$ cat config.mk
export PLATFORM = sky130hd
export DESIGN_NAME = mcs4_ram_bank
export DESIGN_NICKNAME = d
export VERILOG_FILES = /design/src/rtl/mcs4_pkg.sv /design/src/rtl/mcs4_ram_dp.sv /design/src/rtl/mcs4_ram_bank.sv
export SDC_FILE = /design/constraint.sdc
export NUM_CORES = 1
export LEC_CHECK = 0
export ABC_AREA = 0
export CAP_MARGIN = 20
export CORE_UTILIZATION = 60
export DETAILED_ROUTE_END_ITERATION = 6
export GPL_ROUTABILITY_DRIVEN = 0
export PLACE_DENSITY_LB_ADDON = 0.08
export SLEW_MARGIN = 10
export SYNTH_ARGS = -nofsm -noshare
export SYNTH_HDL_FRONTEND = slang
export SYNTH_HIERARCHICAL = 1
export SYNTH_SLANG_ARGS = --single-unit
$ cat constraint.sdc
create_clock -name sysclk -period 4.15 [get_ports sysclk]
set_clock_uncertainty 0.2 [all_clocks]
set_input_delay 0.6225 -clock sysclk [delete_from_list [all_inputs] [get_ports sysclk]]
set_output_delay 0.6225 -clock sysclk [all_outputs]
set_load 0.005 [all_outputs]
$ cat src/rtl/mcs4_pkg.sv
// rtl/mcs4_pkg.sv - shared command/state encodings and helpers for the i4002-style RAM bank
package mcs4_pkg;

  typedef enum logic [2:0] {
    OP_NOP = 3'd0,
    OP_SRC = 3'd1,
    OP_WRM = 3'd2,
    OP_RDM = 3'd3,
    OP_WRS = 3'd4,
    OP_RDS = 3'd5
  } cmd_op_e;

  typedef enum logic {
    CLEAR = 1'b0,
    IDLE  = 1'b1
  } ctrl_state_e;

  typedef enum logic [1:0] {
    S_IDLE = 2'd0,
    S_LOAD = 2'd1,
    S_OUT  = 2'd2
  } scan_state_e;

  // Ceiling log2; clog2(1) = 0.
  function automatic int clog2(input int n);
    int r;
    r = 0;
    while ((1 << r) < n) r++;
    return r;
  endfunction

endpackage

$ cat src/rtl/mcs4_ram_dp.sv
// rtl/mcs4_ram_dp.sv - distributed RAM, one sync write port and two combinational read ports
module mcs4_ram_dp #(
  parameter int DATA_WIDTH = 4,
  parameter int DEPTH      = 128,
  parameter int AW         = 7
) (
  input  logic                  sysclk,
  input  logic                  we,
  input  logic [AW-1:0]         waddr,
  input  logic [DATA_WIDTH-1:0] wdata,
  input  logic [AW-1:0]         raddr_a,
  output logic [DATA_WIDTH-1:0] rdata_a,
  input  logic [AW-1:0]         raddr_b,
  output logic [DATA_WIDTH-1:0] rdata_b
);

  logic [DATA_WIDTH-1:0] mem [DEPTH];

  // No reset on the array: the bank's clear sweep defines the contents.
  always_ff @(posedge sysclk) begin
    if (we) mem[waddr] <= wdata;
  end

  // Reads see the pre-write value in the cycle a write commits.
  assign rdata_a = mem[raddr_a];
  assign rdata_b = mem[raddr_b];

endmodule

$ cat src/rtl/mcs4_ram_bank.sv
// rtl/mcs4_ram_bank.sv - i4002-style RAM bank with CPU command port and display scan stream
module mcs4_ram_bank
  import mcs4_pkg::*;
#(
  parameter int DATA_WIDTH   = 4,
  parameter int NUM_REGS     = 4,
  parameter int MAIN_CHARS   = 16,
  parameter int STATUS_CHARS = 4,
  localparam int RA  = (clog2(NUM_REGS) > 1) ? clog2(NUM_REGS) : 1,
  localparam int CA  = (clog2(MAIN_CHARS) > 1) ? clog2(MAIN_CHARS) : 1,
  localparam int SA  = (clog2(STATUS_CHARS) > 1) ? clog2(STATUS_CHARS) : 1,
  localparam int WA  = clog2(MAIN_CHARS + STATUS_CHARS),
  localparam int WPR = 2 ** WA
) (
  input  logic                  sysclk,
  input  logic                  poc,
  output logic                  busy,
  input  logic                  cmd_valid,
  output logic                  cmd_ready,
  input  logic [2:0]            cmd_op,
  input  logic [RA-1:0]         cmd_reg,
  input  logic [CA-1:0]         cmd_char,
  input  logic [SA-1:0]         cmd_sidx,
  input  logic [DATA_WIDTH-1:0] cmd_data,
  output logic                  rd_valid,
  output logic [DATA_WIDTH-1:0] rd_data,
  input  logic                  scan_start,
  input  logic [RA-1:0]         scan_reg,
  output logic                  scan_valid,
  input  logic                  scan_ready,
  output logic [DATA_WIDTH-1:0] scan_data,
  output logic [WA-1:0]         scan_idx,
  output logic                  scan_last
);

  localparam int AW    = RA + WA;
  localparam int DEPTH = NUM_REGS * WPR;
  localparam logic [WA-1:0] LAST_WORD = WA'(MAIN_CHARS + STATUS_CHARS - 1);
  localparam logic [WA-1:0] MAIN_BASE = WA'(MAIN_CHARS);
  localparam logic [RA-1:0] LAST_REG  = RA'(NUM_REGS - 1);

  ctrl_state_e           ctrl_state;
  scan_state_e           scan_state;
  logic [RA-1:0]         clr_reg;
  logic [WA-1:0]         clr_word;
  logic [RA-1:0]         reg_q;
  logic [CA-1:0]         char_q;
  logic [RA-1:0]         scan_reg_q;

  logic                  reg_ok, char_ok, sidx_ok, scan_reg_ok;
  logic                  is_status, tgt_ok, accept, cmd_we;
  logic [WA-1:0]         cmd_word;
  logic [AW-1:0]         cmd_addr, waddr, scan_addr;
  logic                  we;
  logic [DATA_WIDTH-1:0] wdata, rdata_a, rdata_b;

  // Range checks collapse to constants when a field exactly fills its select width.
  if (NUM_REGS == (1 << RA)) begin : g_reg_full
    assign reg_ok      = 1'b1;
    assign scan_reg_ok = 1'b1;
  end else begin : g_reg_part
    assign reg_ok      = (reg_q < RA'(NUM_REGS));
    assign scan_reg_ok = (scan_reg_q < RA'(NUM_REGS));
  end

  if (MAIN_CHARS == (1 << CA)) begin : g_char_full
    assign char_ok = 1'b1;
  end else begin : g_char_part
    assign char_ok = (char_q < CA'(MAIN_CHARS));
  end

  if (STATUS_CHARS == (1 << SA)) begin : g_sidx_full
    assign sidx_ok = 1'b1;
  end else begin : g_sidx_part
    assign sidx_ok = (cmd_sidx < SA'(STATUS_CHARS));
  end

  assign busy      = (ctrl_state == CLEAR);
  assign cmd_ready = (ctrl_state == IDLE);
  assign accept    = cmd_valid & cmd_ready;

  assign is_status = (cmd_op == OP_WRS) || (cmd_op == OP_RDS);
  assign cmd_word  = is_status ? (MAIN_BASE + WA'(cmd_sidx)) : WA'(char_q);
  assign cmd_addr  = {reg_q, cmd_word};
  assign tgt_ok    = reg_ok & (is_status ? sidx_ok : char_ok);
  assign cmd_we    = accept & ((cmd_op == OP_WRM) || (cmd_op == OP_WRS)) & tgt_ok;

  // The clear sweep owns the write port while busy; commands are blocked then anyway.
  assign we        = busy | cmd_we;
  assign waddr     = busy ? {clr_reg, clr_word} : cmd_addr;
  assign wdata     = busy ? '0 : cmd_data;
  assign scan_addr = {scan_reg_q, scan_idx};

  mcs4_ram_dp #(
    .DATA_WIDTH (DATA_WIDTH),
    .DEPTH      (DEPTH),
    .AW         (AW)
  ) u_ram (
    .sysclk  (sysclk),
    .we      (we),
    .waddr   (waddr),
    .wdata   (wdata),
    .raddr_a (cmd_addr),
    .rdata_a (rdata_a),
    .raddr_b (scan_addr),
    .rdata_b (rdata_b)
  );

  // Control FSM: post-reset clear sweep, then SRC latch and registered command reads.
  always_ff @(posedge sysclk or posedge poc) begin
    if (poc) begin
      ctrl_state <= CLEAR;
      clr_reg    <= '0;
      clr_word   <= '0;
      reg_q      <= '0;
      char_q     <= '0;
      rd_valid   <= 1'b0;
      rd_data    <= '0;
    end else begin
      rd_valid <= 1'b0;
      case (ctrl_state)
        CLEAR: begin
          if (clr_word == LAST_WORD) begin
            clr_word <= '0;
            if (clr_reg == LAST_REG) begin
              clr_reg    <= '0;
              ctrl_state <= IDLE;
            end else begin
              clr_reg <= clr_reg + RA'(1);
            end
          end else begin
            clr_word <= clr_word + WA'(1);
          end
        end
        IDLE: begin
          if (cmd_valid) begin
            case (cmd_op)
              OP_SRC: begin
                reg_q  <= cmd_reg;
                char_q <= cmd_char;
              end
              OP_RDM, OP_RDS: begin
                rd_valid <= 1'b1;
                rd_data  <= tgt_ok ? rdata_a : '0;
              end
              default: ;
            endcase
          end
        end
      endcase
    end
  end

  // Scan FSM: one word per load/out pair, holding the word until the consumer takes it.
  always_ff @(posedge sysclk or posedge poc) begin
    if (poc) begin
      scan_state <= S_IDLE;
      scan_reg_q <= '0;
      scan_idx   <= '0;
      scan_data  <= '0;
      scan_valid <= 1'b0;
      scan_last  <= 1'b0;
    end else begin
      case (scan_state)
        S_IDLE: begin
          if (scan_start && !busy) begin
            scan_reg_q <= scan_reg;
            scan_idx   <= '0;
            scan_state <= S_LOAD;
          end
        end
        S_LOAD: begin
          scan_data  <= scan_reg_ok ? rdata_b : '0;
          scan_valid <= 1'b1;
          scan_last  <= (scan_idx == LAST_WORD);
          scan_state <= S_OUT;
        end
        S_OUT: begin
          if (scan_ready) begin
            scan_valid <= 1'b0;
            scan_last  <= 1'b0;
            if (scan_last) begin
              scan_state <= S_IDLE;
            end else begin
              scan_idx   <= scan_idx + WA'(1);
              scan_state <= S_LOAD;
            end
          end
        end
        default: scan_state <= S_IDLE;
      endcase
    end
  end

endmodule

==> results of run 1 <==
-- kinds of logic (layout without fill, tap and decap cells) --
family,Yosys count,after routing,share of synthesized area
buffers and inverters,97,253,0.0162
AO/OA/AOI/OAI,14,14,0.00306
flip-flops,546,546,0.631
multiplexers,373,373,0.310
AND/OR/NAND/NOR,216,216,0.0378
adder cells (fa/ha/maj),3,3,0.00146
XOR/XNOR,2,2,0.000681
-- through the flow --
step	power [mW]	hold WS (ns)
5_1_grt	11.4	0.299
6_report	11.1	0.258
4_1_cts	11.2	0.262
3_3_place_gp	6.20	0.285
3_5_place_dp	6.20	0.296
2_1_floorplan	6.13	0.272
-- where the power goes --
| part | leakage, nW | switching [mW] | internal, mW |
|---|---|---|---|
| Combinational | 2.35 | 0.0695 | 0.0787 |
| Clock | 0.897 | 2.10 | 2.94 |
| Sequential | 4.00 | 0 | 5.93 |
| Total | 7.24 | 2.17 | 8.95 |
-- placed cells by master, fill, tap and decap left out, drive strengths merged, types with 2 or more instances in the layout --
cell type	count
clkbuf	62
and2	6
nand2	26
nor2b	10
or3	2
clkinvlp	5
mux2i	2
nand2b	5
o21ai	8
dfrtp	34
nand3	17
nand4bb	3
mux2	35
inv	7
edfxtp	512
nor3	10
clkdlybuf4s50	39
bufinv	7
ha	3
nor2	127
clkinv	26
xnor2	2
nand4	5
mux4	336
buf	107
a21oi	3
-- path summary, 6_finish.rpt --
kind	to	slack, ns	cells past startpoint
max	rd_data[2]$_DFFE_PP0P_	0.25	10
min	rd_valid$_DFF_PP0_	0.26	2
max reg2reg	scan_data[2]$_DFFE_PP0P_	0.52	6
min reg2reg	char_q[3]$_DFFE_PP0P_	0.31	1
max in group asynchronous	rd_data[0]$_DFFE_PP0P_	2.77	3
min in group sysclk	char_q[3]$_DFFE_PP0P_	0.31	1
-- critical path, stage by stage --
cell and delay [ns]:
clkdlybuf4s50_1 0.47, nand2b_2 0.15, inv_2 0.06, mux2_8 0.45, buf_12 0.24, mux4_2 0.56, mux4_2 0.52, mux4_2 0.52
mux2_2 0.28, mux2_2 0.27
-- layer usage --
layer	track usage	part of all wire
met5	0	0
met4	0.0946	0.028
met3	0.0890	0.10
met2	0.473	0.48
met1	0.441	0.39
-- layout make-up --
| cell class | instances | area (um2) |
|---|---|---|
| clock buffer | 62 | 1450 |
| clock inverter | 39 | 387 |
| fill | 2618 | 12700 |
| inverter | 6 | 22.5 |
| multi-input combinational | 608 | 9120 |
| sequential | 546 | 16200 |
| tap | 539 | 674 |
| timing repair buffer | 146 | 1570 |
==> impl_metrics.yaml, run 1 <==
min_path:
  worstHoldPathType: "in -> async"
layout:
  fin_area_um2: 29400
  antennaDiodeCount: 0
  final_nets: 1388
  syn_to_final_growth_pct: 14.4
  fin_util: 0.699
  reg_top3: "u_ram/mem x512, clr_word x5, scan_idx x5"
  layout.cells.non_filler: 1946
  final_layout_size_suffix_gt1_frac: 0.413
  largest_reg_flops: 512
  largest_register: "u_ram/mem"
worst_setup_path:
  r2r_start: "scan_idx[0]$_DFFE_PP0P_"
  cp.required_ns: 4.43
  cp_max_fo: 15
  critPathKind: "in -> reg"
  cp_data_arrival_time_ns: 4.18
  critical_path.startpoint_type: "primary input"
  cp-end-kind: "flop"
  crit_start: "cmd_op[1]"
detailed_routing:
  drtAntennaViolNets: 0
  via_per_inst: 7.14
  firstDrtPassIters: 5
  routedWlPerCell_um: 33.2
  wl_mm: 64.7
  drt_iter0_drc: 1680
  vias: 13894
  drc: 0
cts:
  clock_sinks: 546
  insertion_delay_ns: 0.61
  cts_buffers: 55
  cts_resized: 0
  clkTransAtPathRegs_ns: 0.06
  cts_buffer_depth: 3
  cts_hold_buf: 0
  h-tree-depth: 2
  cts_tree: "done"
  cts_setup_buffers: 0
  clockRootBuffer: "clkbuf_16"
floorplan:
  rows: 75
  num_io_pins: 40
  initial_core_util: 0.611
  die_area_um2: 43700
  die_w_um: 209
  die_y_um: 209
  core_um2: 42100
sta:
  worst_pin_slew_ns: 0.834
  period_needed_ns: 3.90
  fmax_ghz: 0.256
  grt_setup_unrepaired: "false"
  hold_viol_final: 0
  layout_setup_ws_ns: 0.248
  setup_tns_ns: 0
  relSlewSlack: 0.444
  finalCritPeriodShare: 0.940
  setup_viol: 0
  finalMaxSlewViolations: 0
grt:
  grt_pass1_wl_mm: 95.8
  grt_max_degree: 93
  grt_util_all_layers: 0.310
  antenna_found_initial: 0
  grt-ovfl-total: 0
  grt_pass1_vias: 14038
placement:
  portBuffers: 39
  dpl_cell_area_um2: 27600
  post-place-ws_ns: -0.317
  placed_cells: 1845
  dpl.hpwl_mm: 43.0
synth:
  postSynth.asyncResetShare: 0.0623
  synth_top_area_frac: 0.597
  ys_seq_area_frac: 0.631
  ys_types: 36
  synth_edf_count: 512
  synth_common_cells: "edfxtp_1 (512), mux4_2 (336), nor2_1 (126), clkbuf_1 (43), mux2_2 (35)"
  synth_fp_nets: 1276
  yosys.area.top_type: "edfxtp_1"
  ys_warn_count: 6
  syn_inst: 1251
  synth_most_common_cell: "edfxtp_1"
  synthesis.area_um2: 25700
  ys.flop_type: "edfxtp_1"
  ys_ff_latch: 546
  syn-mean-instance-area_um2: 20.6
  synth_area_leaders: "edfxtp_1 (60%), mux4_2 (29%), dfrtp_1 (3.3%)"
power_and_ir_drop:
  p_leak_nw: 7.24
  ir_drop_uv: 400
  p_per_area_nw_per_um2: 377
outcome:
  status: "completed"
job:
  maxCapViolations: 0
No activity file was read; power rests on OpenSTA's default activity.
==> inputs of run 2 (changes only) <==
==> constraint.sdc (replaced) <==
create_clock -name sysclk -period 4.15 [get_ports sysclk]
set_clock_uncertainty 0.2 [all_clocks]
set_input_delay 0.6225 -clock sysclk [delete_from_list [all_inputs] [get_ports sysclk]]
set_output_delay 0.6225 -clock sysclk [all_outputs]
set_load 0.01 [all_outputs]
==> results of run 2 <==
Final layout, timing and power as in run 1 (identical DEF).
==> inputs of run 3 (changes only) <==
--- a/config.mk
+++ b/config.mk
@@ -9,7 +9,6 @@
 export CAP_MARGIN = 20
 export CORE_UTILIZATION = 60
 export DETAILED_ROUTE_END_ITERATION = 6
-export GPL_ROUTABILITY_DRIVEN = 0
 export PLACE_DENSITY_LB_ADDON = 0.08
 export SLEW_MARGIN = 10
 export SYNTH_ARGS = -nofsm -noshare
==> results of run 3 <==
Final layout, timing and power as in run 1 (identical DEF).
